===== src/rtl/ctrl_pipe.sv =====
// ctrl_pipe: ID-stage opcode decoder plus the ID/EX, EX/MEM and MEM/WB control
// registers of a 5-stage MIPS pipeline, with load-use / branch-in-ID hazard
// detection driving stall, bubble and flush controls.
//
// Ports:
//   clk_i, rst_i          clock (rising edge), synchronous active-high reset
//   hold_i                global freeze; all pipeline state holds
//   valid_i, op_i         ID instruction valid and opcode
//   rs_i, rt_i, rd_i      ID register fields
//   eq_i                  ID comparator result (rs == rt)
//   stall_o, flush_o      hold PC/IF-ID, clear IF-ID (combinational)
//   jump_o, branch_o      next-PC target selects (combinational)
//   illegal_o             valid unknown opcode in ID (combinational)
//   ex_*, mem_*, wb_*     registered control fields of each later stage
module ctrl_pipe #(
    parameter int unsigned REG_W   = 5,
    parameter int unsigned ALUOP_W = 2,
    parameter bit          EN_BNE  = 1'b1
) (
    input  logic               clk_i,
    input  logic               rst_i,
    input  logic               hold_i,
    input  logic               valid_i,
    input  logic [5:0]         op_i,
    input  logic [REG_W-1:0]   rs_i,
    input  logic [REG_W-1:0]   rt_i,
    input  logic [REG_W-1:0]   rd_i,
    input  logic               eq_i,
    output logic               stall_o,
    output logic               flush_o,
    output logic               jump_o,
    output logic               branch_o,
    output logic               illegal_o,
    output logic               ex_alusrc_o,
    output logic [ALUOP_W-1:0] ex_aluop_o,
    output logic [REG_W-1:0]   ex_dst_o,
    output logic               mem_read_o,
    output logic               mem_write_o,
    output logic [REG_W-1:0]   mem_dst_o,
    output logic               wb_regwrite_o,
    output logic               wb_memtoreg_o,
    output logic [REG_W-1:0]   wb_dst_o
);

    localparam logic [5:0] OP_R    = 6'b000000;
    localparam logic [5:0] OP_ADDI = 6'b001000;
    localparam logic [5:0] OP_LW   = 6'b100011;
    localparam logic [5:0] OP_SW   = 6'b101011;
    localparam logic [5:0] OP_BEQ  = 6'b000100;
    localparam logic [5:0] OP_BNE  = 6'b000101;
    localparam logic [5:0] OP_J    = 6'b000010;

    // Decoded ID fields
    logic               w_known;
    logic               w_alusrc;
    logic [ALUOP_W-1:0] w_aluop;
    logic               w_regdst;
    logic               w_memread;
    logic               w_memwrite;
    logic               w_regwrite;
    logic               w_memtoreg;
    logic               w_is_beq;
    logic               w_is_bne;
    logic               w_is_j;
    logic               w_reads_rt;
    logic               w_reads_rs;
    logic [REG_W-1:0]   w_dst;
    logic               w_regwrite_eff;

    // Hazard and bubble terms
    logic w_load_use;
    logic w_branch_hz;
    logic w_hazard;
    logic w_bubble;

    // Stage registers
    logic               r_ex_alusrc;
    logic [ALUOP_W-1:0] r_ex_aluop;
    logic [REG_W-1:0]   r_ex_dst;
    logic               r_ex_memread;
    logic               r_ex_memwrite;
    logic               r_ex_regwrite;
    logic               r_ex_memtoreg;
    logic               r_mem_memread;
    logic               r_mem_memwrite;
    logic               r_mem_regwrite;
    logic               r_mem_memtoreg;
    logic [REG_W-1:0]   r_mem_dst;
    logic               r_wb_regwrite;
    logic               r_wb_memtoreg;
    logic [REG_W-1:0]   r_wb_dst;

    // Opcode decode
    always_comb begin
        w_known    = 1'b1;
        w_alusrc   = 1'b0;
        w_aluop    = '0;
        w_regdst   = 1'b0;
        w_memread  = 1'b0;
        w_memwrite = 1'b0;
        w_regwrite = 1'b0;
        w_memtoreg = 1'b0;
        w_is_beq   = 1'b0;
        w_is_bne   = 1'b0;
        w_is_j     = 1'b0;
        w_reads_rt = 1'b0;
        case (op_i)
            OP_R: begin
                w_aluop    = ALUOP_W'(2'd2);
                w_regdst   = 1'b1;
                w_regwrite = 1'b1;
                w_reads_rt = 1'b1;
            end
            OP_ADDI: begin
                w_alusrc   = 1'b1;
                w_regwrite = 1'b1;
            end
            OP_LW: begin
                w_alusrc   = 1'b1;
                w_memread  = 1'b1;
                w_regwrite = 1'b1;
                w_memtoreg = 1'b1;
            end
            OP_SW: begin
                w_alusrc   = 1'b1;
                w_memwrite = 1'b1;
                w_reads_rt = 1'b1;
            end
            OP_BEQ: begin
                w_aluop    = ALUOP_W'(2'd1);
                w_is_beq   = 1'b1;
                w_reads_rt = 1'b1;
            end
            OP_BNE: begin
                if (EN_BNE) begin
                    w_aluop    = ALUOP_W'(2'd1);
                    w_is_bne   = 1'b1;
                    w_reads_rt = 1'b1;
                end else begin
                    w_known = 1'b0;
                end
            end
            OP_J: begin
                w_is_j = 1'b1;
            end
            default: begin
                w_known = 1'b0;
            end
        endcase
    end

    assign w_reads_rs     = ~w_is_j;
    assign w_dst          = w_regdst ? rd_i : rt_i;
    // Writes to $0 are dropped at decode so later stages never forward them
    assign w_regwrite_eff = w_regwrite & (w_dst != '0);

    // Load in EX whose destination an ID operand needs
    assign w_load_use = r_ex_memread && (r_ex_dst != '0) &&
                        ((w_reads_rs && (r_ex_dst == rs_i)) ||
                         (w_reads_rt && (r_ex_dst == rt_i)));

    // Branch compares in ID, so it waits on any EX result and on a load in MEM
    assign w_branch_hz = (w_is_beq | w_is_bne) &&
                         ((r_ex_regwrite && (r_ex_dst != '0) &&
                           ((r_ex_dst == rs_i) || (r_ex_dst == rt_i))) ||
                          (r_mem_memread && (r_mem_dst != '0) &&
                           ((r_mem_dst == rs_i) || (r_mem_dst == rt_i))));

    assign w_hazard  = valid_i & (w_load_use | w_branch_hz);
    assign w_bubble  = ~valid_i | w_hazard | ~w_known;

    assign stall_o   = w_hazard & ~hold_i;
    assign branch_o  = valid_i & ~w_hazard & ~hold_i &
                       ((w_is_beq & eq_i) | (w_is_bne & ~eq_i));
    assign jump_o    = valid_i & ~hold_i & w_is_j;
    assign flush_o   = branch_o | jump_o;
    assign illegal_o = valid_i & ~w_known;

    // Control pipeline: reset > hold > advance
    always_ff @(posedge clk_i) begin
        if (rst_i) begin
            r_ex_alusrc    <= 1'b0;
            r_ex_aluop     <= '0;
            r_ex_dst       <= '0;
            r_ex_memread   <= 1'b0;
            r_ex_memwrite  <= 1'b0;
            r_ex_regwrite  <= 1'b0;
            r_ex_memtoreg  <= 1'b0;
            r_mem_memread  <= 1'b0;
            r_mem_memwrite <= 1'b0;
            r_mem_regwrite <= 1'b0;
            r_mem_memtoreg <= 1'b0;
            r_mem_dst      <= '0;
            r_wb_regwrite  <= 1'b0;
            r_wb_memtoreg  <= 1'b0;
            r_wb_dst       <= '0;
        end else if (!hold_i) begin
            r_wb_regwrite  <= r_mem_regwrite;
            r_wb_memtoreg  <= r_mem_memtoreg;
            r_wb_dst       <= r_mem_dst;
            r_mem_memread  <= r_ex_memread;
            r_mem_memwrite <= r_ex_memwrite;
            r_mem_regwrite <= r_ex_regwrite;
            r_mem_memtoreg <= r_ex_memtoreg;
            r_mem_dst      <= r_ex_dst;
            if (w_bubble) begin
                r_ex_alusrc   <= 1'b0;
                r_ex_aluop    <= '0;
                r_ex_dst      <= '0;
                r_ex_memread  <= 1'b0;
                r_ex_memwrite <= 1'b0;
                r_ex_regwrite <= 1'b0;
                r_ex_memtoreg <= 1'b0;
            end else begin
                r_ex_alusrc   <= w_alusrc;
                r_ex_aluop    <= w_aluop;
                r_ex_dst      <= w_dst;
                r_ex_memread  <= w_memread;
                r_ex_memwrite <= w_memwrite;
                r_ex_regwrite <= w_regwrite_eff;
                r_ex_memtoreg <= w_memtoreg;
            end
        end
    end

    assign ex_alusrc_o   = r_ex_alusrc;
    assign ex_aluop_o    = r_ex_aluop;
    assign ex_dst_o      = r_ex_dst;
    assign mem_read_o    = r_mem_memread;
    assign mem_write_o   = r_mem_memwrite;
    assign mem_dst_o     = r_mem_dst;
    assign wb_regwrite_o = r_wb_regwrite;
    assign wb_memtoreg_o = r_wb_memtoreg;
    assign wb_dst_o      = r_wb_dst;

endmodule

===== config.mk =====
export PLATFORM = sky130hd
export DESIGN_NAME = ctrl_pipe
export DESIGN_NICKNAME = d
export VERILOG_FILES = /design/src/rtl/ctrl_pipe.sv
export SDC_FILE = /design/constraint.sdc
export NUM_CORES = 1
export LEC_CHECK = 0
export ABC_AREA = 1
export BUFFER_PORTS_ARGS = -buffer_cell sky130_fd_sc_hd__buf_2
export CORE_MARGIN = 3
export CORE_UTILIZATION = 46
export CTS_CLUSTER_SIZE = 16
export DETAILED_ROUTE_END_ITERATION = 6
export PLACE_DENSITY_LB_ADDON = 0.05
export SKIP_CTS_REPAIR_TIMING = 1
export SYNTH_ARGS = -nofsm -noshare
export SYNTH_HDL_FRONTEND = slang
export SYNTH_SLANG_ARGS = --single-unit

===== constraint.sdc =====
create_clock -name clk_i -period 1.3 [get_ports clk_i]
set_input_delay 0.065 -clock clk_i [delete_from_list [all_inputs] [get_ports clk_i]]
set_output_delay 0.065 -clock clk_i [all_outputs]
set_load 0.02 [all_outputs]

==> metrics.txt, run 1 <==
# TYPE chip_impl_metric gauge
chip_impl_metric{name="worst_slack",unit="ps"} -579
chip_impl_metric{name="finClkSkew",unit="ps"} 5.41
chip_impl_metric{name="ys_types",unit=""} 24
chip_impl_metric{name="ff2ff_path_depth",unit=""} 12
chip_impl_metric{name="totalNegativeSetupSlack",unit="ps"} -4750
chip_impl_metric{name="worst_setup_slack_post_dpl",unit="ps"} -288
chip_impl_metric{name="vdd_drop_max",unit="V"} 0.000567
chip_impl_metric{name="power.leakage",unit="nW"} 1.25
chip_impl_metric{name="avgViaCountPerCell",unit=""} 4.99
chip_impl_info{name="rr_startpoint",value="ex_dst_o[1]"} 1
chip_impl_metric{name="finalPower",unit="mW"} 1.71
chip_impl_metric{name="dpl-instance-area",unit="sq um"} 2260
chip_impl_metric{name="post-route-period-util",unit=""} 1.45
chip_impl_metric{name="route.final.wire_length",unit="microns"} 4870
chip_impl_metric{name="finish.instance_area",unit="sq um"} 2370
chip_impl_info{name="most_common_cell_on_crit_path",value="nand2_1"} 1
chip_impl_info{name="violated_checks",value="negative setup slack"} 1
chip_impl_metric{name="post-route-min-period",unit="ps"} 1880
chip_impl_metric{name="area_of_the_die",unit="sq um"} 4500
chip_impl_metric{name="detailedPlacementHpwl",unit="microns"} 3770
chip_impl_info{name="grt_setup_unrepaired",value="yes"} 1
chip_impl_metric{name="initialDrtViolationCount",unit=""} 140
chip_impl_metric{name="synth.cell_area",unit="sq um"} 1720
chip_impl_metric{name="area_growth_syn_to_layout",unit="%"} 38.2
chip_impl_metric{name="reg2reg_setup_slack",unit="ps"} -320
chip_impl_metric{name="hold_viol_final",unit=""} 0
chip_impl_metric{name="pin_count",unit=""} 53
chip_impl_metric{name="max_cap_viol_count",unit=""} 0
chip_impl_metric{name="synth-seq-cells",unit=""} 26
chip_impl_metric{name="count_of_pins_over_their_slew_limit",unit=""} 0
chip_impl_metric{name="yosysWarnings",unit=""} 0
chip_impl_metric{name="clock_tree.htree_level_count",unit=""} 1
chip_impl_metric{name="power-per-cell-area",unit="nW/um^2"} 720
chip_impl_metric{name="route.antenna.remaining_nets",unit=""} 0
chip_impl_metric{name="max_clock_freq",unit="MHz"} 532
chip_impl_metric{name="multi_input_area",unit="sq um"} 1000
chip_impl_metric{name="crit_cells",unit=""} 14
chip_impl_metric{name="syn_avg_cell_area",unit="sq um"} 6.29
chip_impl_metric{name="worstPathMaxFanout",unit=""} 5
chip_impl_metric{name="slew_hr",unit=""} 0.714
chip_impl_metric{name="critPathMaxStageDelay",unit="ps"} 360
chip_impl_metric{name="antenna_found_initial",unit=""} 0
chip_impl_metric{name="grt_util_all_layers",unit=""} 0.218
chip_impl_metric{name="numClockSinks",unit=""} 26
chip_impl_metric{name="gp_routability_congestion",unit=""} 0.838
chip_impl_metric{name="maximum_number_of_pins_on_one_net_before_global_route_repair",unit=""} 22
chip_impl_info{name="hp-class",value="in -> reg"} 1
chip_impl_metric{name="die-height",unit="microns"} 67.1
chip_impl_metric{name="finalSetupViolations",unit=""} 14
chip_impl_info{name="clock_tree.root_cell",value="clkbuf_8"} 1
chip_impl_info{name="worstReg2RegEnd",value="ex_alusrc_o"} 1
chip_impl_metric{name="clock_insertion_delay_worst_skew",unit="ps"} 270
chip_impl_metric{name="io_buffers",unit=""} 52
chip_impl_metric{name="avgRoutedWirePerCell",unit="microns"} 12.1
chip_impl_metric{name="instances_no_fill",unit=""} 401
chip_impl_info{name="tritoncts",value="built"} 1
chip_impl_info{name="slowest_stage",value="dfxtp_4"} 1
chip_impl_metric{name="detail_route.drc_violations",unit=""} 0
chip_impl_metric{name="synth-seq-area-share",unit=""} 0.303
chip_impl_metric{name="worst-endpoint-required",unit="ps"} 1240
chip_impl_metric{name="cts-root-to-sink-buffers",unit=""} 2
chip_impl_metric{name="grt_pass1_vias",unit=""} 1711
chip_impl_metric{name="arrival",unit="ps"} 1810
chip_impl_info{name="crit_type",value="reg -> out"} 1
chip_impl_info{name="worstPathCellList",value="inv_1 > nand2_1 > nand2_1 > nor2_1 > nand3_1 > nand2_1 > nand2_1 > nand2_2 > nand2_2 > nand2_1 > nor2_1 > nand3_2 > nand2_2 > buf_6"} 1
chip_impl_metric{name="finalCoreUtilization",unit=""} 0.684
chip_impl_metric{name="floorplan.die.width",unit="microns"} 67.1
chip_impl_metric{name="count_of_buffering_cells_on_the_critical_path_with_inverters_included",unit=""} 2
chip_impl_metric{name="worst_setup_hold_path_clk_slew",unit="ps"} 80
chip_impl_info{name="crit_path_start",value="mem_dst_o[4]"} 1
chip_impl_metric{name="hold_ws",unit="ps"} 117
chip_impl_info{name="most_common_library_cell_in_the_layout_ignoring_fill_and_taps",value="nand2_1"} 1
chip_impl_metric{name="vias",unit=""} 2000
chip_impl_info{name="top_family_by_delay_on_critical_path",value="simple AND/OR/NAND/NOR gates"} 1
chip_impl_metric{name="hold-path-cell-count",unit=""} 2
chip_impl_metric{name="rows",unit=""} 21
chip_impl_info{name="crit_path_end_kind",value="output pin"} 1
chip_impl_metric{name="firstDrtPassIters",unit=""} 4
chip_impl_metric{name="seqCellArea",unit="sq um"} 558
chip_impl_metric{name="placed_cells_incl_taps",unit=""} 394
chip_impl_metric{name="inserted_clock_buffers",unit=""} 3
chip_impl_metric{name="antenna_cells",unit=""} 0
chip_impl_metric{name="share_of_layout_cells_above_drive_strength_1",unit=""} 0.375
chip_impl_metric{name="core-area",unit="sq um"} 3470
chip_impl_info{name="setup.worst_path.start_class",value="flip-flop"} 1
chip_impl_metric{name="initial_util",unit=""} 0.495
chip_impl_info{name="run_status",value="finished, violations left"} 1
chip_impl_metric{name="total_congestion_overflow_after_global_routing",unit=""} 0
chip_impl_metric{name="net_count_after_synthesis",unit=""} 299
chip_impl_metric{name="final_net_count",unit=""} 382
chip_impl_metric{name="fill_cells",unit=""} 343
chip_impl_metric{name="grt_pass1_wl",unit="microns"} 7530
chip_impl_info{name="worst_setup_path_endpoint",value="flush_o"} 1
chip_impl_metric{name="synthesis.instances",unit=""} 273
chip_impl_metric{name="timing_worst_slew_pin_value",unit="ps"} 428
chip_impl_info{name="highest_count_cells_in_the_layout_ignoring_fill_and_taps",value="nand2_1 (72), buf_2 (49), buf_4 (33)"} 1
-- flip-flops by register name, indices dropped and copies added (netlist names), 2 cells and up --
| register | flops |
|---|---|
| ex_dst_o | 5 |
| mem_dst_o | 5 |
| wb_dst_o | 5 |
| ex_aluop_o | 2 |
-- cell type report --
type                            count  area share
Multi-Input combinational cell    199       0.421
Clock buffer                        4      0.0190
Inverter                           39      0.0617
Tap cell                           46      0.0242
Timing Repair Buffer               87       0.239
Sequential cell                    26       0.235
-- synthesized netlist by cell type --
library cell / instances / area, sq um
nor2_8: 1 / 20.0
buf_6: 6 / 67.6
nor3_1: 2 / 10.0
inv_2: 2 / 7.51
dfxtp_1: 26 / 521
nand4_1: 17 / 106
nand2_2: 3 / 18.8
nand3_2: 2 / 20.0
nand3_1: 11 / 55.1
a21oi_1: 22 / 110
clkbuf_8: 1 / 13.8
o21ai_1: 2 / 10.0
nor2_1: 32 / 120
nand2_1: 75 / 282
o21ai_0: 17 / 85.1
inv_1: 37 / 139
clkbuf_1: 1 / 3.75
xnor2_1: 4 / 35.0
xor2_1: 3 / 26.3
dlygate4sd3_1: 1 / 10.0
nor2_2: 5 / 31.3
a21oi_2: 1 / 8.76
nor2_4: 1 / 11.3
o22ai_1: 1 / 6.26
-- power breakdown --
group	switching (mW)	internal, mW
Clock	0.248	0.219
Sequential	0.0197	0.810
Combinational	0.244	0.166
Total	0.512	1.20
-- metal layers --
layer  wire [microns]  up-vias  GRT usage
met1             2190      899      0.274
met3              227        7     0.0354
met5                0        -          0
met2             2390       51      0.373
li1                 -     1043          -
met4               64        0     0.0759
-- how the worst min path moves through the flow --
stage	start	endpoint
global placement	rst_i	ex_dst_o[4]
global route	rst_i	ex_aluop_o[0]
detailed placement	rst_i	ex_dst_o[3]
finish	rst_i	ex_aluop_o[1]
CTS	rst_i	ex_dst_o[3]
floorplan	rst_i	mem_dst_o[0]
-- kinds of logic after synthesis --
| group | after synthesis | share of synthesized area |
|---|---|---|
| AO/OA/AOI/OAI | 43 | 0.128 |
| XOR/XNOR | 7 | 0.0357 |
| buffers and inverters | 48 | 0.141 |
| flip-flops | 26 | 0.303 |
| AND/OR/NAND/NOR | 149 | 0.393 |
Note: power is estimated with default switching activity, not from simulation.
==> inputs of run 2 (changes only) <==
--- a/config.mk
+++ b/config.mk
@@ -7,12 +7,14 @@
 export LEC_CHECK = 0
 export ABC_AREA = 1
 export BUFFER_PORTS_ARGS = -buffer_cell sky130_fd_sc_hd__buf_2
+export CORE_ASPECT_RATIO = 1.75
 export CORE_MARGIN = 3
 export CORE_UTILIZATION = 46
 export CTS_CLUSTER_SIZE = 16
 export DETAILED_ROUTE_END_ITERATION = 6
 export PLACE_DENSITY_LB_ADDON = 0.05
 export SKIP_CTS_REPAIR_TIMING = 1
+export SKIP_LAST_GASP = 1
 export SYNTH_ARGS = -nofsm -noshare
 export SYNTH_HDL_FRONTEND = slang
 export SYNTH_SLANG_ARGS = --single-unit
==> metrics.txt, run 2 (same netlist as run 1, synthesis figures left out) <==
# TYPE chip_impl_metric gauge
chip_impl_metric{name="antenna_found_initial",unit=""} 0
chip_impl_metric{name="totalNegativeSetupSlack",unit="ps"} -3630
chip_impl_info{name="clock_tree.root_cell",value="clkbuf_8"} 1
chip_impl_metric{name="clock_tree.htree_level_count",unit=""} 1
chip_impl_info{name="setup.worst_path.start_class",value="flip-flop"} 1
chip_impl_metric{name="clock_insertion_delay_worst_skew",unit="ps"} 270
chip_impl_info{name="highest_count_cells_in_the_layout_ignoring_fill_and_taps",value="nand2_1 (72), buf_2 (50), buf_4 (35)"} 1
chip_impl_metric{name="detail_route.drc_violations",unit=""} 0
chip_impl_metric{name="vdd_drop_max",unit="V"} 0.000674
chip_impl_metric{name="inserted_clock_buffers",unit=""} 3
chip_impl_metric{name="hold-path-cell-count",unit=""} 2
chip_impl_metric{name="fill_cells",unit=""} 346
chip_impl_metric{name="worst_setup_slack_post_dpl",unit="ps"} -252
chip_impl_metric{name="max_clock_freq",unit="MHz"} 548
chip_impl_metric{name="share_of_layout_cells_above_drive_strength_1",unit=""} 0.375
chip_impl_metric{name="maximum_number_of_pins_on_one_net_before_global_route_repair",unit=""} 24
chip_impl_metric{name="initialDrtViolationCount",unit=""} 51
chip_impl_metric{name="max_cap_viol_count",unit=""} 0
chip_impl_metric{name="grt_use_met2",unit=""} 0.432
chip_impl_info{name="hp-class",value="in -> reg"} 1
chip_impl_metric{name="finalCoreUtilization",unit=""} 0.683
chip_impl_metric{name="hold_viol_final",unit=""} 0
chip_impl_metric{name="grt_pass1_wl",unit="microns"} 7470
chip_impl_info{name="crit_path_end_kind",value="output pin"} 1
chip_impl_metric{name="worst-endpoint-required",unit="ps"} 1240
chip_impl_metric{name="route.antenna.remaining_nets",unit=""} 0
chip_impl_metric{name="ff2ff_path_depth",unit=""} 12
chip_impl_info{name="crit_type",value="reg -> out"} 1
chip_impl_metric{name="io_buffers",unit=""} 52
chip_impl_metric{name="power-per-cell-area",unit="nW/um^2"} 767
chip_impl_metric{name="avgViaCountPerCell",unit=""} 4.77
chip_impl_info{name="grt_setup_unrepaired",value="yes"} 1
chip_impl_metric{name="worst_setup_hold_path_clk_slew",unit="ps"} 90
chip_impl_info{name="timing.hold.worst.start",value="rst_i"} 1
chip_impl_metric{name="dpl-instance-area",unit="sq um"} 2250
chip_impl_info{name="violated_checks",value="negative setup slack"} 1
chip_impl_info{name="slowest_stage",value="dfxtp_4"} 1
chip_impl_metric{name="finClkSkew",unit="ps"} 2.95
chip_impl_metric{name="route.final.wire_length",unit="microns"} 4610
chip_impl_metric{name="die-height",unit="microns"} 86.8
chip_impl_metric{name="arrival",unit="ps"} 1760
chip_impl_metric{name="use_met1",unit=""} 0.220
chip_impl_metric{name="floorplan.die.width",unit="microns"} 52.2
chip_impl_metric{name="rows",unit=""} 28
chip_impl_metric{name="firstDrtPassIters",unit=""} 4
chip_impl_metric{name="count_of_buffering_cells_on_the_critical_path_with_inverters_included",unit=""} 3
chip_impl_metric{name="vias",unit=""} 1909
chip_impl_info{name="worstReg2RegEnd",value="ex_aluop_o[1]"} 1
chip_impl_info{name="run_status",value="finished, violations left"} 1
chip_impl_metric{name="reg2reg_setup_slack",unit="ps"} -220
chip_impl_metric{name="critPathMaxStageDelay",unit="ps"} 370
chip_impl_metric{name="final_net_count",unit=""} 382
chip_impl_metric{name="gp_routability_congestion",unit=""} 0.847
chip_impl_metric{name="pin_count",unit=""} 53
chip_impl_info{name="top_family_by_delay_on_critical_path",value="simple AND/OR/NAND/NOR gates"} 1
chip_impl_metric{name="core-area",unit="sq um"} 3470
chip_impl_metric{name="avgRoutedWirePerCell",unit="microns"} 11.5
chip_impl_metric{name="finish.instance_area",unit="sq um"} 2370
chip_impl_metric{name="grt_pass1_vias",unit=""} 1770
chip_impl_metric{name="post-route-period-util",unit=""} 1.40
chip_impl_info{name="rr_startpoint",value="ex_dst_o[0]"} 1
chip_impl_metric{name="count_of_pins_over_their_slew_limit",unit=""} 0
chip_impl_metric{name="gr_layer_usage_met3",unit=""} 0.0258
chip_impl_info{name="tritoncts",value="built"} 1
chip_impl_metric{name="finalSetupViolations",unit=""} 14
chip_impl_metric{name="timing_worst_slew_pin_value",unit="ps"} 413
chip_impl_metric{name="cts-root-to-sink-buffers",unit=""} 2
chip_impl_info{name="most_common_cell_on_crit_path",value="nand2_2"} 1
chip_impl_metric{name="detailedPlacementHpwl",unit="microns"} 3790
chip_impl_info{name="hold-path-endpoint",value="ex_dst_o[0]"} 1
chip_impl_info{name="globalRoute.busiestLayer",value="met2"} 1
chip_impl_info{name="worstPathCellList",value="inv_1 > nand4_1 > o21ai_1 > inv_1 > nand2_1 > nand2_2 > nand2_2 > nand2_1 > nor2_1 > nand3_2 > nand2_2 > buf_2"} 1
chip_impl_metric{name="numClockSinks",unit=""} 26
chip_impl_metric{name="worstPathMaxFanout",unit=""} 4
chip_impl_metric{name="area_of_the_die",unit="sq um"} 4530
chip_impl_metric{name="total_congestion_overflow_after_global_routing",unit=""} 0
chip_impl_metric{name="power.leakage",unit="nW"} 1.26
chip_impl_metric{name="area_growth_syn_to_layout",unit="%"} 37.9
chip_impl_metric{name="post-route-min-period",unit="ps"} 1820
chip_impl_metric{name="antenna_cells",unit=""} 0
chip_impl_metric{name="slew_hr",unit=""} 0.724
chip_impl_metric{name="grt_util_all_layers",unit=""} 0.217
chip_impl_metric{name="worst_slack",unit="ps"} -525
chip_impl_metric{name="initial_util",unit=""} 0.495
chip_impl_info{name="most_common_library_cell_in_the_layout_ignoring_fill_and_taps",value="nand2_1"} 1
==> run 2: cell counts in the layout (fill, tap and decap cells not counted) <==
No cell type changed its count.
==> run 2: through the flow <==
stage / cells / hold WS, ps / total power [mW]
after floorplan: 273 / 267 / 1.09
after global placement: 396 / 381 / 1.24
after detailed placement: 396 / 380 / 1.24
after CTS: 400 / 90.7 / 1.83
after global routing: 400 / 104 / 1.93
final: 400 / 91.2 / 1.82
==> run 2: layer usage <==
metal  vias to the layer above  part of all wire
met2                        45              0.56
met4                         0             0.010
met1                       827              0.39
li1                       1035                 -
met5                         -                 0
met3                         2             0.042
==> run 2: worst reg2reg max path, stage by stage, from the launching register on <==
cell	delay, ps
dfxtp_4	380
inv_2	50
nand2_1	50
nand2_1	50
a21oi_2	150
nand3_1	110
nand2_1	100
nand2_1	60
nand2_2	70
nand2_2	60
buf_4	160
nand4_1	90
a21oi_1	70
==> run 2: worst max-delay path by stage <==
stage                       startpoint      end  slack, ps  depth (start not counted)
after global routing      mem_dst_o[2]  flush_o       -680                         12
after CTS                  ex_dst_o[0]  stall_o       -580                         12
final                     mem_dst_o[2]  flush_o       -520                         12
after detailed placement   ex_dst_o[0]  stall_o       -250                         12
after floorplan            ex_dst_o[0]  stall_o        -40                          9
after global placement     ex_dst_o[1]  flush_o       -270                         12
==> run 2: layout make-up <==
| class | instances | area (sq um) | area share |
|---|---|---|---|
| Inverter | 39 | 146 | 0.0618 |
| Sequential cell | 26 | 558 | 0.235 |
| Multi-Input combinational cell | 199 | 1010 | 0.425 |
| Clock buffer | 4 | 66.3 | 0.0280 |
| Timing Repair Buffer | 87 | 536 | 0.226 |
| Tap cell | 45 | 56.3 | 0.0238 |
==> run 2: power by group <==
part | internal (mW) | switching (mW)
Clock | 0.335 | 0.254
Sequential | 0.810 | 0.0204
Combinational | 0.162 | 0.237
Total | 1.31 | 0.511
==> inputs of run 3 (changes only) <==
--- a/config.mk
+++ b/config.mk
@@ -9,7 +9,7 @@
 export BUFFER_PORTS_ARGS = -buffer_cell sky130_fd_sc_hd__buf_2
 export CORE_ASPECT_RATIO = 1.75
 export CORE_MARGIN = 3
-export CORE_UTILIZATION = 46
+export CORE_UTILIZATION = 50
 export CTS_CLUSTER_SIZE = 16
 export DETAILED_ROUTE_END_ITERATION = 6
 export PLACE_DENSITY_LB_ADDON = 0.05
==> constraint.sdc (replaced) <==
create_clock -name clk_i -period 1.69 [get_ports clk_i]
set_input_delay 0.0845 -clock clk_i [delete_from_list [all_inputs] [get_ports clk_i]]
set_output_delay 0.0845 -clock clk_i [all_outputs]
set_load 0.02 [all_outputs]
==> metrics.txt, run 3 (same netlist as run 1, synthesis figures left out) <==
# TYPE chip_impl_metric gauge
chip_impl_info{name="run_status",value="finished, violations left"} 1
chip_impl_info{name="violated_checks",value="negative setup slack"} 1
chip_impl_info{name="crit_path_end_kind",value="output pin"} 1
chip_impl_metric{name="clock_tree.htree_level_count",unit=""} 1
chip_impl_metric{name="share_of_layout_cells_above_drive_strength_1",unit=""} 0.319
chip_impl_metric{name="slew_hr",unit=""} 0.719
chip_impl_metric{name="initialDrtViolationCount",unit=""} 41
chip_impl_metric{name="firstDrtPassIters",unit=""} 4
chip_impl_metric{name="ff2ff_path_depth",unit=""} 11
chip_impl_metric{name="vias",unit=""} 1889
chip_impl_metric{name="finish.instance_area",unit="sq um"} 2180
chip_impl_metric{name="clock_insertion_delay_worst_skew",unit="ps"} 270
chip_impl_info{name="rr_startpoint",value="ex_dst_o[0]"} 1
chip_impl_metric{name="reg2reg_setup_slack",unit="ps"} 100
chip_impl_metric{name="post-route-min-period",unit="ps"} 1800
chip_impl_metric{name="dpl-instance-area",unit="sq um"} 1970
chip_impl_metric{name="post-route-period-util",unit=""} 1.07
chip_impl_metric{name="cts-root-to-sink-buffers",unit=""} 2
chip_impl_metric{name="seqCellArea",unit="sq um"} 553
chip_impl_metric{name="gp_routability_congestion",unit=""} 0.839
chip_impl_info{name="worstReg2RegEnd",value="ex_aluop_o[0]"} 1
chip_impl_metric{name="worst_slack",unit="ps"} -111
chip_impl_metric{name="worst_setup_hold_path_clk_slew",unit="ps"} 90
chip_impl_metric{name="multi_input_area",unit="sq um"} 987
chip_impl_metric{name="grt_pass1_vias",unit=""} 1706
chip_impl_metric{name="finalPower",unit="mW"} 1.43
chip_impl_info{name="timing.hold.worst.start",value="rst_i"} 1
chip_impl_metric{name="route.antenna.remaining_nets",unit=""} 0
chip_impl_metric{name="detail_route.drc_violations",unit=""} 0
chip_impl_metric{name="finalSetupViolations",unit=""} 2
chip_impl_metric{name="inserted_clock_buffers",unit=""} 3
chip_impl_metric{name="rows",unit=""} 27
chip_impl_metric{name="placed_cells_incl_taps",unit=""} 364
chip_impl_info{name="most_common_library_cell_in_the_layout_ignoring_fill_and_taps",value="nand2_1"} 1
chip_impl_metric{name="instances_no_fill",unit=""} 375
chip_impl_metric{name="fill_cells",unit=""} 317
chip_impl_info{name="hp-class",value="in -> reg"} 1
chip_impl_metric{name="avgRoutedWirePerCell",unit="microns"} 12.1
chip_impl_metric{name="area_growth_syn_to_layout",unit="%"} 27.2
chip_impl_metric{name="die-height",unit="microns"} 83.5
chip_impl_info{name="setup.worst_path.start_class",value="flip-flop"} 1
chip_impl_info{name="hold-path-endpoint",value="ex_dst_o[1]"} 1
chip_impl_metric{name="hold_viol_final",unit=""} 0
chip_impl_metric{name="max_clock_freq",unit="MHz"} 555
chip_impl_metric{name="total_congestion_overflow_after_global_routing",unit=""} 0
chip_impl_metric{name="initial_util",unit=""} 0.535
chip_impl_metric{name="final_net_count",unit=""} 359
chip_impl_metric{name="hold-path-cell-count",unit=""} 2
chip_impl_info{name="clock_tree.root_cell",value="clkbuf_8"} 1
chip_impl_metric{name="core-area",unit="sq um"} 3210
chip_impl_info{name="grt_setup_unrepaired",value="yes"} 1
chip_impl_metric{name="numClockSinks",unit=""} 26
chip_impl_info{name="highest_count_cells_in_the_layout_ignoring_fill_and_taps",value="nand2_1 (74), buf_2 (49), inv_1 (31)"} 1
chip_impl_metric{name="max_cap_viol_count",unit=""} 0
chip_impl_metric{name="arrival",unit="ps"} 1720
chip_impl_info{name="crit_type",value="reg -> out"} 1
chip_impl_metric{name="worstPathMaxFanout",unit=""} 7
chip_impl_metric{name="route.final.wire_length",unit="microns"} 4540
chip_impl_info{name="tritoncts",value="built"} 1
chip_impl_metric{name="floorplan.die.width",unit="microns"} 50.3
chip_impl_metric{name="maximum_number_of_pins_on_one_net_before_global_route_repair",unit=""} 24
chip_impl_metric{name="power.leakage",unit="nW"} 1.17
chip_impl_metric{name="timing_worst_slew_pin_value",unit="ps"} 421
chip_impl_metric{name="pin_count",unit=""} 53
chip_impl_metric{name="count_of_pins_over_their_slew_limit",unit=""} 0
chip_impl_metric{name="antenna_cells",unit=""} 0
chip_impl_metric{name="worst-endpoint-required",unit="ps"} 1610
chip_impl_metric{name="area_of_the_die",unit="sq um"} 4200
chip_impl_metric{name="power-per-cell-area",unit="nW/um^2"} 654
chip_impl_metric{name="avgViaCountPerCell",unit=""} 5.04
chip_impl_metric{name="antenna_found_initial",unit=""} 0
chip_impl_metric{name="grt_pass1_wl",unit="microns"} 7290
chip_impl_metric{name="io_buffers",unit=""} 52
chip_impl_metric{name="vdd_drop_max",unit="V"} 0.000326
chip_impl_metric{name="finClkSkew",unit="ps"} 3.91
chip_impl_metric{name="finalCoreUtilization",unit=""} 0.681
chip_impl_metric{name="detailedPlacementHpwl",unit="microns"} 3530
chip_impl_metric{name="grt_util_all_layers",unit=""} 0.215
chip_impl_metric{name="totalNegativeSetupSlack",unit="ps"} -202
## run 3: changes by cell type in the layout (fill, tap and decap cells not counted), moves of 2 or more
cell and change:
buf_4 -22, dfxtp_2 +2, dfxtp_4 -2, inv_2 -3, inv_4 +3, nand2_1 +2
nand2_2 -3, nand3_1 +2, nand3_2 -2
## run 3: routing by layer
layer  share of wire  wire length, microns  vias up  track usage
li1                -                     -      989            -
met1            0.39                  1760      840        0.234
met2            0.55                  2480       52        0.410
met3           0.044                   198        8       0.0197
met4           0.023                   104        0       0.0784
met5               0                     0        -            0
## run 3: layout make-up
cell class                 instances  area share
inverter                          39      0.0704
tap                               43      0.0246
clock inverter                     1      0.0137
multi-input combinational        199       0.452
timing repair buffer              64       0.167
clock buffer                       3      0.0189
sequential                        26       0.253
## run 3: where the power goes
group / internal, mW / switching, mW
Combinational: 0.0974 / 0.175
Clock: 0.317 / 0.197
Sequential: 0.625 / 0.0173
## run 3: worst max-delay path by stage
stage | startpoint | end | depth (start not counted)
global placement | ex_dst_o[0] | flush_o | 14
CTS | ex_dst_o[0] | flush_o | 14
detailed placement | ex_dst_o[0] | flush_o | 14
finish | ex_dst_o[0] | flush_o | 12
global route | ex_dst_o[1] | flush_o | 14
floorplan | ex_dst_o[0] | stall_o | 11
## run 3: worst max-delay path: stages (launching register included)
cell	delay, ps
dfxtp_4	370
xor2_1	160
nor2_2	140
inv_1	60
nor2_2	100
nand2_1	60
nand2_2	70
nand2_4	80
nand2_1	70
nor2_1	40
nand3_1	80
nand2_1	70
buf_6	130
## run 3: metrics by stage
step                      hold WS [ps]  setup slack [ps]
after CTS                          117              -312
after floorplan                    296               114
final                              102              -111
after global placement             412              19.9
after global routing               119              -252
after detailed placement           407              1.66
